**config.mk**
```make
export PLATFORM = sky130hd
export DESIGN_NAME = series_engine
export DESIGN_NICKNAME = d
export VERILOG_FILES = /design/src/rtl/series_engine.sv
export SDC_FILE = /design/constraint.sdc
export NUM_CORES = 2
export LEC_CHECK = 0
export ABC_AREA = 1
export BUFFER_PORTS_ARGS = -buffer_cell sky130_fd_sc_hd__buf_2
export CAP_MARGIN = 25
export CORE_AREA = 2 2 332 334
export CTS_CLUSTER_DIAMETER = 60
export DETAILED_ROUTE_END_ITERATION = 10
export DIE_AREA = 0 0 334 336
export SYNTH_ARGS = -nofsm -noshare
export SYNTH_HDL_FRONTEND = slang
export SYNTH_SLANG_ARGS = --single-unit
```
**constraint.sdc**
```tcl
create_clock -name clk_i -period 7.5 [get_ports clk_i]
set_input_delay 0 -clock clk_i [delete_from_list [all_inputs] [get_ports clk_i]]
set_output_delay 0 -clock clk_i [all_outputs]
set_load 0.05 [all_outputs]
```
**src/rtl/series_engine.sv**
```systemverilog
// series_engine: self-sequencing power-series evaluator.
//   R = sum_k (+/-) c[k] * (x^2)^k, k = 0..TERMS-1, stopping early when a
//   term exceeds the threshold y. Owns its controller, coefficient file and
//   sticky overflow flag.
// Optional feature macro: SERIES_ALT_SIGN_EN
//   defined   -> alt_i = 1 alternates term signs +, -, +, ...
//   undefined -> alt_i is ignored and no sign state is built.
module series_engine #(
  parameter int WIDTH  = 16,
  parameter int TERMS  = 8,
  parameter int COEF_W = 8
) (
  input  logic                       clk_i,
  input  logic                       rst_i,
  input  logic                       start_i,
  input  logic [WIDTH-1:0]           x_i,
  input  logic [WIDTH-1:0]           y_i,
  input  logic                       alt_i,
  input  logic                       coef_we_i,
  input  logic [$clog2(TERMS)-1:0]   coef_addr_i,
  input  logic [COEF_W-1:0]          coef_data_i,
  output logic                       busy_o,
  output logic                       done_o,
  output logic [WIDTH-1:0]           result_o,
  output logic [$clog2(TERMS+1)-1:0] terms_used_o,
  output logic                       stopped_o,
  output logic                       overflow_o
);

  localparam int AW = $clog2(TERMS);
  localparam int TW = $clog2(TERMS+1);

  localparam logic [2:0] S_IDLE   = 3'd0;
  localparam logic [2:0] S_SQUARE = 3'd1;
  localparam logic [2:0] S_TERM   = 3'd2;
  localparam logic [2:0] S_ACCUM  = 3'd3;
  localparam logic [2:0] S_DONE   = 3'd4;

  logic [2:0]       state_q, state_d;
  logic [WIDTH-1:0] x_q, x_d;
  logic [WIDTH-1:0] y_q, y_d;
  logic [WIDTH-1:0] x2_q, x2_d;
  logic [WIDTH-1:0] p_q, p_d;
  logic [WIDTH-1:0] r_q, r_d;
  logic [WIDTH-1:0] a_q, a_d;
  logic [AW-1:0]    k_q, k_d;
  logic [WIDTH-1:0] result_q, result_d;
  logic [TW-1:0]    terms_q, terms_d;
  logic             stopped_q, stopped_d;
  logic             ovf_q, ovf_d;

  logic [COEF_W-1:0] coef_q [TERMS];

`ifdef SERIES_ALT_SIGN_EN
  logic alt_q, alt_d;
  logic sign_q, sign_d;
  logic sub_now;
  assign sub_now = sign_q;
`else
  logic sub_now;
  logic unused_alt;
  assign sub_now    = 1'b0;
  assign unused_alt = alt_i;
`endif

  // Full-width products; the high halves feed the overflow flag.
  logic [2*WIDTH-1:0] sq_full, term_full, pow_full;
  assign sq_full   = (2*WIDTH)'(x_q) * (2*WIDTH)'(x_q);
  assign term_full = (2*WIDTH)'(coef_q[k_q]) * (2*WIDTH)'(p_q);
  assign pow_full  = (2*WIDTH)'(p_q) * (2*WIDTH)'(x2_q);

  // Two's-complement add/sub with signed overflow detection.
  logic [WIDTH-1:0] acc_sum;
  logic             acc_ovf;
  always_comb begin
    acc_sum = '0;
    acc_ovf = 1'b0;
    if (sub_now) begin
      acc_sum = r_q - a_q;
      acc_ovf = (r_q[WIDTH-1] != a_q[WIDTH-1]) && (acc_sum[WIDTH-1] != r_q[WIDTH-1]);
    end else begin
      acc_sum = r_q + a_q;
      acc_ovf = (r_q[WIDTH-1] == a_q[WIDTH-1]) && (acc_sum[WIDTH-1] != r_q[WIDTH-1]);
    end
  end

  // Controller and datapath next-state.
  always_comb begin
    state_d   = state_q;
    x_d       = x_q;
    y_d       = y_q;
    x2_d      = x2_q;
    p_d       = p_q;
    r_d       = r_q;
    a_d       = a_q;
    k_d       = k_q;
    result_d  = result_q;
    terms_d   = terms_q;
    stopped_d = stopped_q;
    ovf_d     = ovf_q;
`ifdef SERIES_ALT_SIGN_EN
    alt_d     = alt_q;
    sign_d    = sign_q;
`endif
    case (state_q)
      S_IDLE: begin
        if (start_i) begin
          x_d     = x_i;
          y_d     = y_i;
`ifdef SERIES_ALT_SIGN_EN
          alt_d   = alt_i;
`endif
          state_d = S_SQUARE;
        end
      end
      S_SQUARE: begin
        x2_d      = sq_full[WIDTH-1:0];
        p_d       = WIDTH'(1);
        r_d       = '0;
        k_d       = '0;
        terms_d   = '0;
        stopped_d = 1'b0;
        ovf_d     = |sq_full[2*WIDTH-1:WIDTH];
`ifdef SERIES_ALT_SIGN_EN
        sign_d    = 1'b0;
`endif
        state_d   = S_TERM;
      end
      S_TERM: begin
        a_d = term_full[WIDTH-1:0];
        if (|term_full[2*WIDTH-1:WIDTH]) ovf_d = 1'b1;
        state_d = S_ACCUM;
      end
      S_ACCUM: begin
        if (a_q > y_q) begin
          // Threshold hit: the term is dropped and the run ends.
          stopped_d = 1'b1;
          result_d  = r_q;
          state_d   = S_DONE;
        end else begin
          r_d     = acc_sum;
          terms_d = terms_q + TW'(1);
          if (acc_ovf) ovf_d = 1'b1;
          if (k_q == AW'(TERMS-1)) begin
            result_d = acc_sum;
            state_d  = S_DONE;
          end else begin
            // Power only advances when another term follows.
            p_d = pow_full[WIDTH-1:0];
            if (|pow_full[2*WIDTH-1:WIDTH]) ovf_d = 1'b1;
            k_d = k_q + AW'(1);
`ifdef SERIES_ALT_SIGN_EN
            if (alt_q) sign_d = ~sign_q;
`endif
            state_d = S_TERM;
          end
        end
      end
      S_DONE:  state_d = S_IDLE;
      default: state_d = S_IDLE;
    endcase
  end

  // State registers with synchronous reset.
  always_ff @(posedge clk_i) begin
    if (rst_i) begin
      state_q   <= S_IDLE;
      x_q       <= '0;
      y_q       <= '0;
      x2_q      <= '0;
      p_q       <= '0;
      r_q       <= '0;
      a_q       <= '0;
      k_q       <= '0;
      result_q  <= '0;
      terms_q   <= '0;
      stopped_q <= 1'b0;
      ovf_q     <= 1'b0;
`ifdef SERIES_ALT_SIGN_EN
      alt_q     <= 1'b0;
      sign_q    <= 1'b0;
`endif
    end else begin
      state_q   <= state_d;
      x_q       <= x_d;
      y_q       <= y_d;
      x2_q      <= x2_d;
      p_q       <= p_d;
      r_q       <= r_d;
      a_q       <= a_d;
      k_q       <= k_d;
      result_q  <= result_d;
      terms_q   <= terms_d;
      stopped_q <= stopped_d;
      ovf_q     <= ovf_d;
`ifdef SERIES_ALT_SIGN_EN
      alt_q     <= alt_d;
      sign_q    <= sign_d;
`endif
    end
  end

  // Coefficient file: writable only while idle, so a write paired with start
  // lands before the first TERM reads it.
  always_ff @(posedge clk_i) begin
    if (rst_i) begin
      for (int i = 0; i < TERMS; i++) coef_q[i] <= '0;
    end else if (state_q == S_IDLE && coef_we_i && (int'(coef_addr_i) < TERMS)) begin
      coef_q[coef_addr_i] <= coef_data_i;
    end
  end

  assign busy_o       = (state_q != S_IDLE);
  assign done_o       = (state_q == S_DONE);
  assign result_o     = result_q;
  assign terms_used_o = terms_q;
  assign stopped_o    = stopped_q;
  assign overflow_o   = ovf_q;

endmodule

```
# After elaboration in Yosys (flattened, before gate mapping)
# Memory sizes are Yosys's and may differ from the RTL's. A register that Yosys moved wholly into a read port is not among the register bits.
# Cells that the tools add are included.
dict set report totals {
  regBits 124
  ram_bits 64
  inputBits 48
  output_inout_bits 24
  word_cells 83
  mem_count 1
}
# name depth word_bits rd rd_clocked_by_memory_dff write_ports line
set mem_list {}
lappend mem_list {coef_q 8 8 1 1 8 52} ;# logic [COEF_W-1:0] coef_q [TERMS];
dict set report op_classes {
  addsub 3
  n_mul 3
  order_cmp 1
  n_eq_ne 12
  n_mux 34
  n_reduce_logical 17
}
# op n
set ops {}
lappend ops {{two-way mux 16 bit} 5}
lappend ops {{multiplier 16 x 16 -> 32 bit} 2}
lappend ops {{case mux 16 bit (2 select lines)} 2}
lappend ops {{OR reduction 16 bit} 2}
lappend ops {{multiplier 8 x 16 -> 24 bit} 1}
lappend ops {{two-way mux 3 bit} 8}
lappend ops {{adder 16 bit} 1}
lappend ops {{greater-than comparator 16 bit} 1}
lappend ops {{OR reduction 8 bit} 2}
lappend ops {{two-way mux 1 bit} 12}
lappend ops {{case mux 3 bit (4 select lines)} 1}
lappend ops {{inequality test 2 bit (second input constant)} 5}
lappend ops {{two-way mux 8 bit} 1}
lappend ops {{case mux 4 bit (2 select lines)} 1}
lappend ops {{AND reduction 2 bit} 4}
lappend ops {{equality test 3 x 2 -> 1 bit (second input constant)} 2}
lappend ops {{equality test 3 bit (second input constant)} 2}
lappend ops {{case mux 3 bit (2 select lines)} 1}
lappend ops {{AND reduction 3 bit} 2}
lappend ops {{nonzero test 3 bit} 2}
lappend ops {{adder 4 x 1 -> 4 bit (second input constant)} 1}
lappend ops {{two-way mux 4 bit} 1}
lappend ops {{nonzero test 2 bit} 2}
lappend ops {{adder 3 x 1 -> 3 bit (second input constant)} 1}
lappend ops {{other kinds (7)} 8}

# Depth between registers and ports, before layout
dict set report depth {
  word_depth 8
  depth_mapped 35
  mapped_depth_nobuf 33
}

# Worst setup path before layout
# Ideal clock, no wire load.
dict set report synth_path {
  path_type {register to register}
  startpoint {reg x_q[11]}
  endpoint {reg ovf_q, in the netlist overflow_o}
  setup_time_ns 0.131
  arrival_time_ns 5.562
  required_ns 7.369
  slack_ns 1.808
  stages_incl_launch_ff 32
  path_buffers 2
  period_less_slack_ns 5.692
  path_cell_list {dfxtp_1 > clkbuf_1 > clkbuf_1 > nand2_1 > fa_1 > inv_1 > fa_1 > inv_1 > fa_1 > inv_1 > fa_1 > inv_1 > fa_1 > fa_1 > inv_1 > ha_1 > nand2_1 > inv_1 > nand2_1 > nand2_1 > a21oi_1 > nand2_1 > nand2_1 > nand2_1 > nand2_1 > nand2_1 > nor2_1 > nand3_1 > nor2_1 > nor2_1 > nand2_1 > a21oi_2}
}
dict set report synth_between {
  elab_chain_len 3
}
# item line
set synth_rtl {}
lappend synth_rtl {{start, declared} 40} ;# logic [WIDTH-1:0] x_q, x_d;
lappend synth_rtl {{start signal, assigned} 168} ;# x_q <= '0;
lappend synth_rtl {{start signal, assigned} 185} ;# x_q <= x_d;
lappend synth_rtl {{multiplier 16 x 16 -> 32 bit} 68} ;# assign sq_full = (2*WIDTH)'(x_q) * (2*WIDTH)'(x_q);
lappend synth_rtl {{OR reduction 16 bit} 123} ;# ovf_d = |sq_full[2*WIDTH-1:WIDTH];
lappend synth_rtl {{case mux 1 bit (3 select lines)} 105} ;# case (state_q)
lappend synth_rtl {{end signal, assigned} 195} ;# ovf_q <= ovf_d;
lappend synth_rtl {{end, declared} 50} ;# logic ovf_q, ovf_d;
# No other way between the ends.
# A chain may end at the register's enable or synchronous reset.

# Worst setup path after layout
dict set report layout_path {
  startpoint {reg x2_q[4]}
  endpoint {reg ovf_q, in the netlist overflow_o}
}
dict set report layout_between {
  elab_chain_len 6
}
# item line
set layout_rtl {}
lappend layout_rtl {{start, declared} 42} ;# logic [WIDTH-1:0] x2_q, x2_d;
lappend layout_rtl {{start signal, assigned} 170} ;# x2_q <= '0;
lappend layout_rtl {{start signal, assigned} 187} ;# x2_q <= x2_d;
lappend layout_rtl {{multiplier 16 x 16 -> 32 bit} 70} ;# assign pow_full = (2*WIDTH)'(p_q) * (2*WIDTH)'(x2_q);
lappend layout_rtl {{OR reduction 16 bit} 150} ;# if (|pow_full[2*WIDTH-1:WIDTH]) ovf_d = 1'b1;
lappend layout_rtl {{two-way mux 1 bit} 150}
lappend layout_rtl {{two-way mux 1 bit} 144} ;# if (k_q == AW'(TERMS-1)) begin
lappend layout_rtl {{two-way mux 1 bit} 135} ;# if (a_q > y_q) begin
lappend layout_rtl {{case mux 1 bit (3 select lines)} 105}
# No other way between the ends. The select of a mux whose other input is x is not followed.

==> flow_metrics.tcl <==
set metrics [dict create \
    status "finished clean" \
    grt.total_usage_pct 14.3 \
    nNetsFinal 4920 \
    boundaryPins 72 \
    multi_input_area_um2 21000 \
    synth_seq_cells 190 \
    ys.flop_type "dfxtp_1" \
    drive_gt1_share_pct 4.85 \
    num_vias 24900 \
    clk_latency_ns 0.49 \
    power.density_nw_per_um2 137 \
    drt-initial-drc-count 1419 \
    worstSetupStartpointType "flip-flop" \
    finClkSkew_ns 0.0205 \
    cts_buffer_depth 2 \
    seqCellArea_um2 4440 \
    root_buffer "clkbuf_16" \
    clock.fmax_mhz 155 \
    final.period_utilization_pct 86.1 \
    setup_viol 0 \
    cp_common_cell "nand2_1" \
    endpoint_kind "flip-flop" \
    dr.pass1.iters 5 \
    cts-buffers-inserted 17 \
    worst_slew_pin_slew_ns 1.02 \
    slowest_delay_ns 0.93 \
    crit_fanout 17 \
    grt_setup_unrepaired "no" \
    p_leak_nw 18.0 \
    relSlewSlack_pct 32.0 \
    io_buffers 70 \
    cp.arrival_ns 6.82 \
    hold_viol_final 0 \
    postLayoutSetupSlackWorst_ns 1.04 \
    grt_pass1_wl_mm 130 \
    dp_slack_ns 1.05 \
    die-area_um2 112000 \
    drtAntennaViolNets 0 \
    vdd_drop_max_uv 127 \
    maxCapViolations 0 \
    synth_area_per_cell_um2 7.30 \
    grt_max_degree 77 \
    ys_warn_count 0 \
    cts_sinks 190 \
    async_reset_ff_share_pct 0 \
    ctsResizeCount 0 \
    avgRoutedWirePerCell_um 14.0 \
    grt_pass1_vias 25600 \
    vias_per_cell 4.46 \
    n_antenna_cell 0 \
    num-fill-cells 11700 \
    synthCells 4132 \
    maxSlewViolCount 0 \
    slowest_stage "dfxtp_1" \
    tns_ns 0 \
    chipHeight_um 336 \
    dp_hpwl_mm 63.4 \
    clk_pin_slew_ns 0.09 \
    yosysSeqAreaShare_pct 14.7 \
    synth_cell_types 47 \
    syn2layout_area_growth_pct 9.69 \
    syn_area_um2 30200 \
    rows 121 \
    hp-class "in -> reg" \
    cts_max_level 4 \
    die_w_um 334 \
    min_period_ns 6.46 \
    grt_overflow 0 \
    drt-total-wl_mm 77.9 \
    initial_utilization_pct 27.8 \
    worstPathRequired_ns 7.86 \
    antenna_found_initial 1 \
    crit_type "reg -> reg" \
    gp_congestion 0.899 \
    synth-edff-count 64 \
    syn_nets 4897 \
    drc_errors 0 \
    core_um2 108000 \
    cts_tree "done" \
]
-- what timing repair did --
item | in CTS | in global routing
hold buffers | 47 | 0
hold endpoints to repair | 70 | 0
buffers inserted | 0 | 0
-- critical path, delay by kind of cell (launching register included) --
kind / cells / cell delay, ns
buffers and inverters: 7 / 0.47
AO/OA/AOI/OAI: 1 / 0.05
adder cells (fa/ha/maj): 7 / 3.15
flip-flops: 1 / 0.93
AND/OR/NAND/NOR: 16 / 1.73
-- Yosys cell counts (35+ instances only) --
cell type	count	area share [%]
a21oi_1	157	2.6
clkbuf_1	123	1.5
dfxtp_1	126	8.4
edfxtp_1	64	6.4
fa_1	430	29
ha_1	287	12
inv_1	1088	14
nand2_1	973	12
nand3_1	111	1.8
nand4_1	35	0.73
nor2_1	351	4.4
o21ai_0	131	2.2
-- final timing paths --
kind	cells past startpoint	end	slack, ns	from
worst min-delay path	3	coef_q[0][3]	0.02	coef_data_i[3]
worst max register to register	31	overflow_o	1.04	x2_q[4]
worst min register to register	2	y_q[9]	0.47	y_q[9]
worst max-delay path	31	overflow_o	1.04	x2_q[4]
-- state kept, by name, summed over array words and instances, names as in the netlist, named ones only --
register	flops
k_q	3
overflow_o	1
p_q	16
x_q	16
y_q	16
stopped_o	1
state_q	3
terms_used_o	4
coef_q	64
result_o	16
a_q	16
r_q	16
x2_q	15
-- layout by cell type (no fill, tap or decap), drive strengths merged, types with 9 or more instances in the layout --
master / Yosys / final
clkinv: 2 / 9
dfxtp: 126 / 126
nor3: 14 / 14
a21oi: 159 / 159
o221ai: 10 / 10
nand4: 35 / 35
inv: 1097 / 1102
ha: 287 / 287
edfxtp: 64 / 64
o21ai: 136 / 136
clkbuf: 123 / 18
buf: 27 / 107
or2: 11 / 11
o21bai: 19 / 19
a31oi: 19 / 19
dlygate4sd3: 0 / 47
nand2: 989 / 989
a211oi: 15 / 15
xor2: 34 / 34
xnor2: 16 / 16
nand3: 117 / 117
fa: 430 / 430
nor2: 365 / 365
-- where the power goes --
group | leakage, nW | total [W] | internal [W] | switching (W)
sequential | 1.69 | 0.00131 | 0.00113 | 0.000174
combinational | 16.0 | 0.00222 | 0.000783 | 0.00144
clock | 0.298 | 0.000995 | 0.000486 | 0.000509
total | 18.0 | 0.00452 | 0.00240 | 0.00212
-- logic make-up (layout without fill, tap and decap cells) --
family / count (synthesis) / in the layout / synth area share (%)
AO/OA/AOI/OAI: 381 / 381 / 7.05
flip-flops: 190 / 190 / 14.7
XOR/XNOR: 50 / 50 / 1.45
AND/OR/NAND/NOR: 1543 / 1543 / 20.7
other: 2 / 2 / 0.0249
buffers and inverters: 1249 / 1284 / 15.6
adder cells (fa/ha/maj): 717 / 717 / 40.4
-- routing by layer --
metal	vias to the layer above	track usage [%]	routed length (um)
li1	12300	-	-
met1	12000	17.9	34400
met2	512	25.3	37600
met3	147	1.90	3430
met4	2	4.96	2530
met5	-	0	13
-- layout make-up --
class                      count  share of cell area, %
clock inverter                13                  0.529
tap                         1414                   5.35
clock buffer                  18                   1.33
multi-input combinational   2693                   63.5
sequential                   190                   13.4
timing repair buffer         154                   3.38
inverter                    1099                   12.5
-- per-stage QoR --
step                cells  utilization (%)  instance area, um^2  hold slack (ns)  power (W)
floorplan            4132                -                30200            0.165    0.00286
global placement     5502             29.5                32000            0.276    0.00352
detailed placement   5503             29.5                32000            0.281    0.00353
CTS                  5581             30.5                33100          0.00764    0.00458
global route         5581             30.5                33100           0.0404    0.00491
finish               5581             30.5                33100           0.0160    0.00452
No activity file was read; power rests on OpenSTA's default activity.
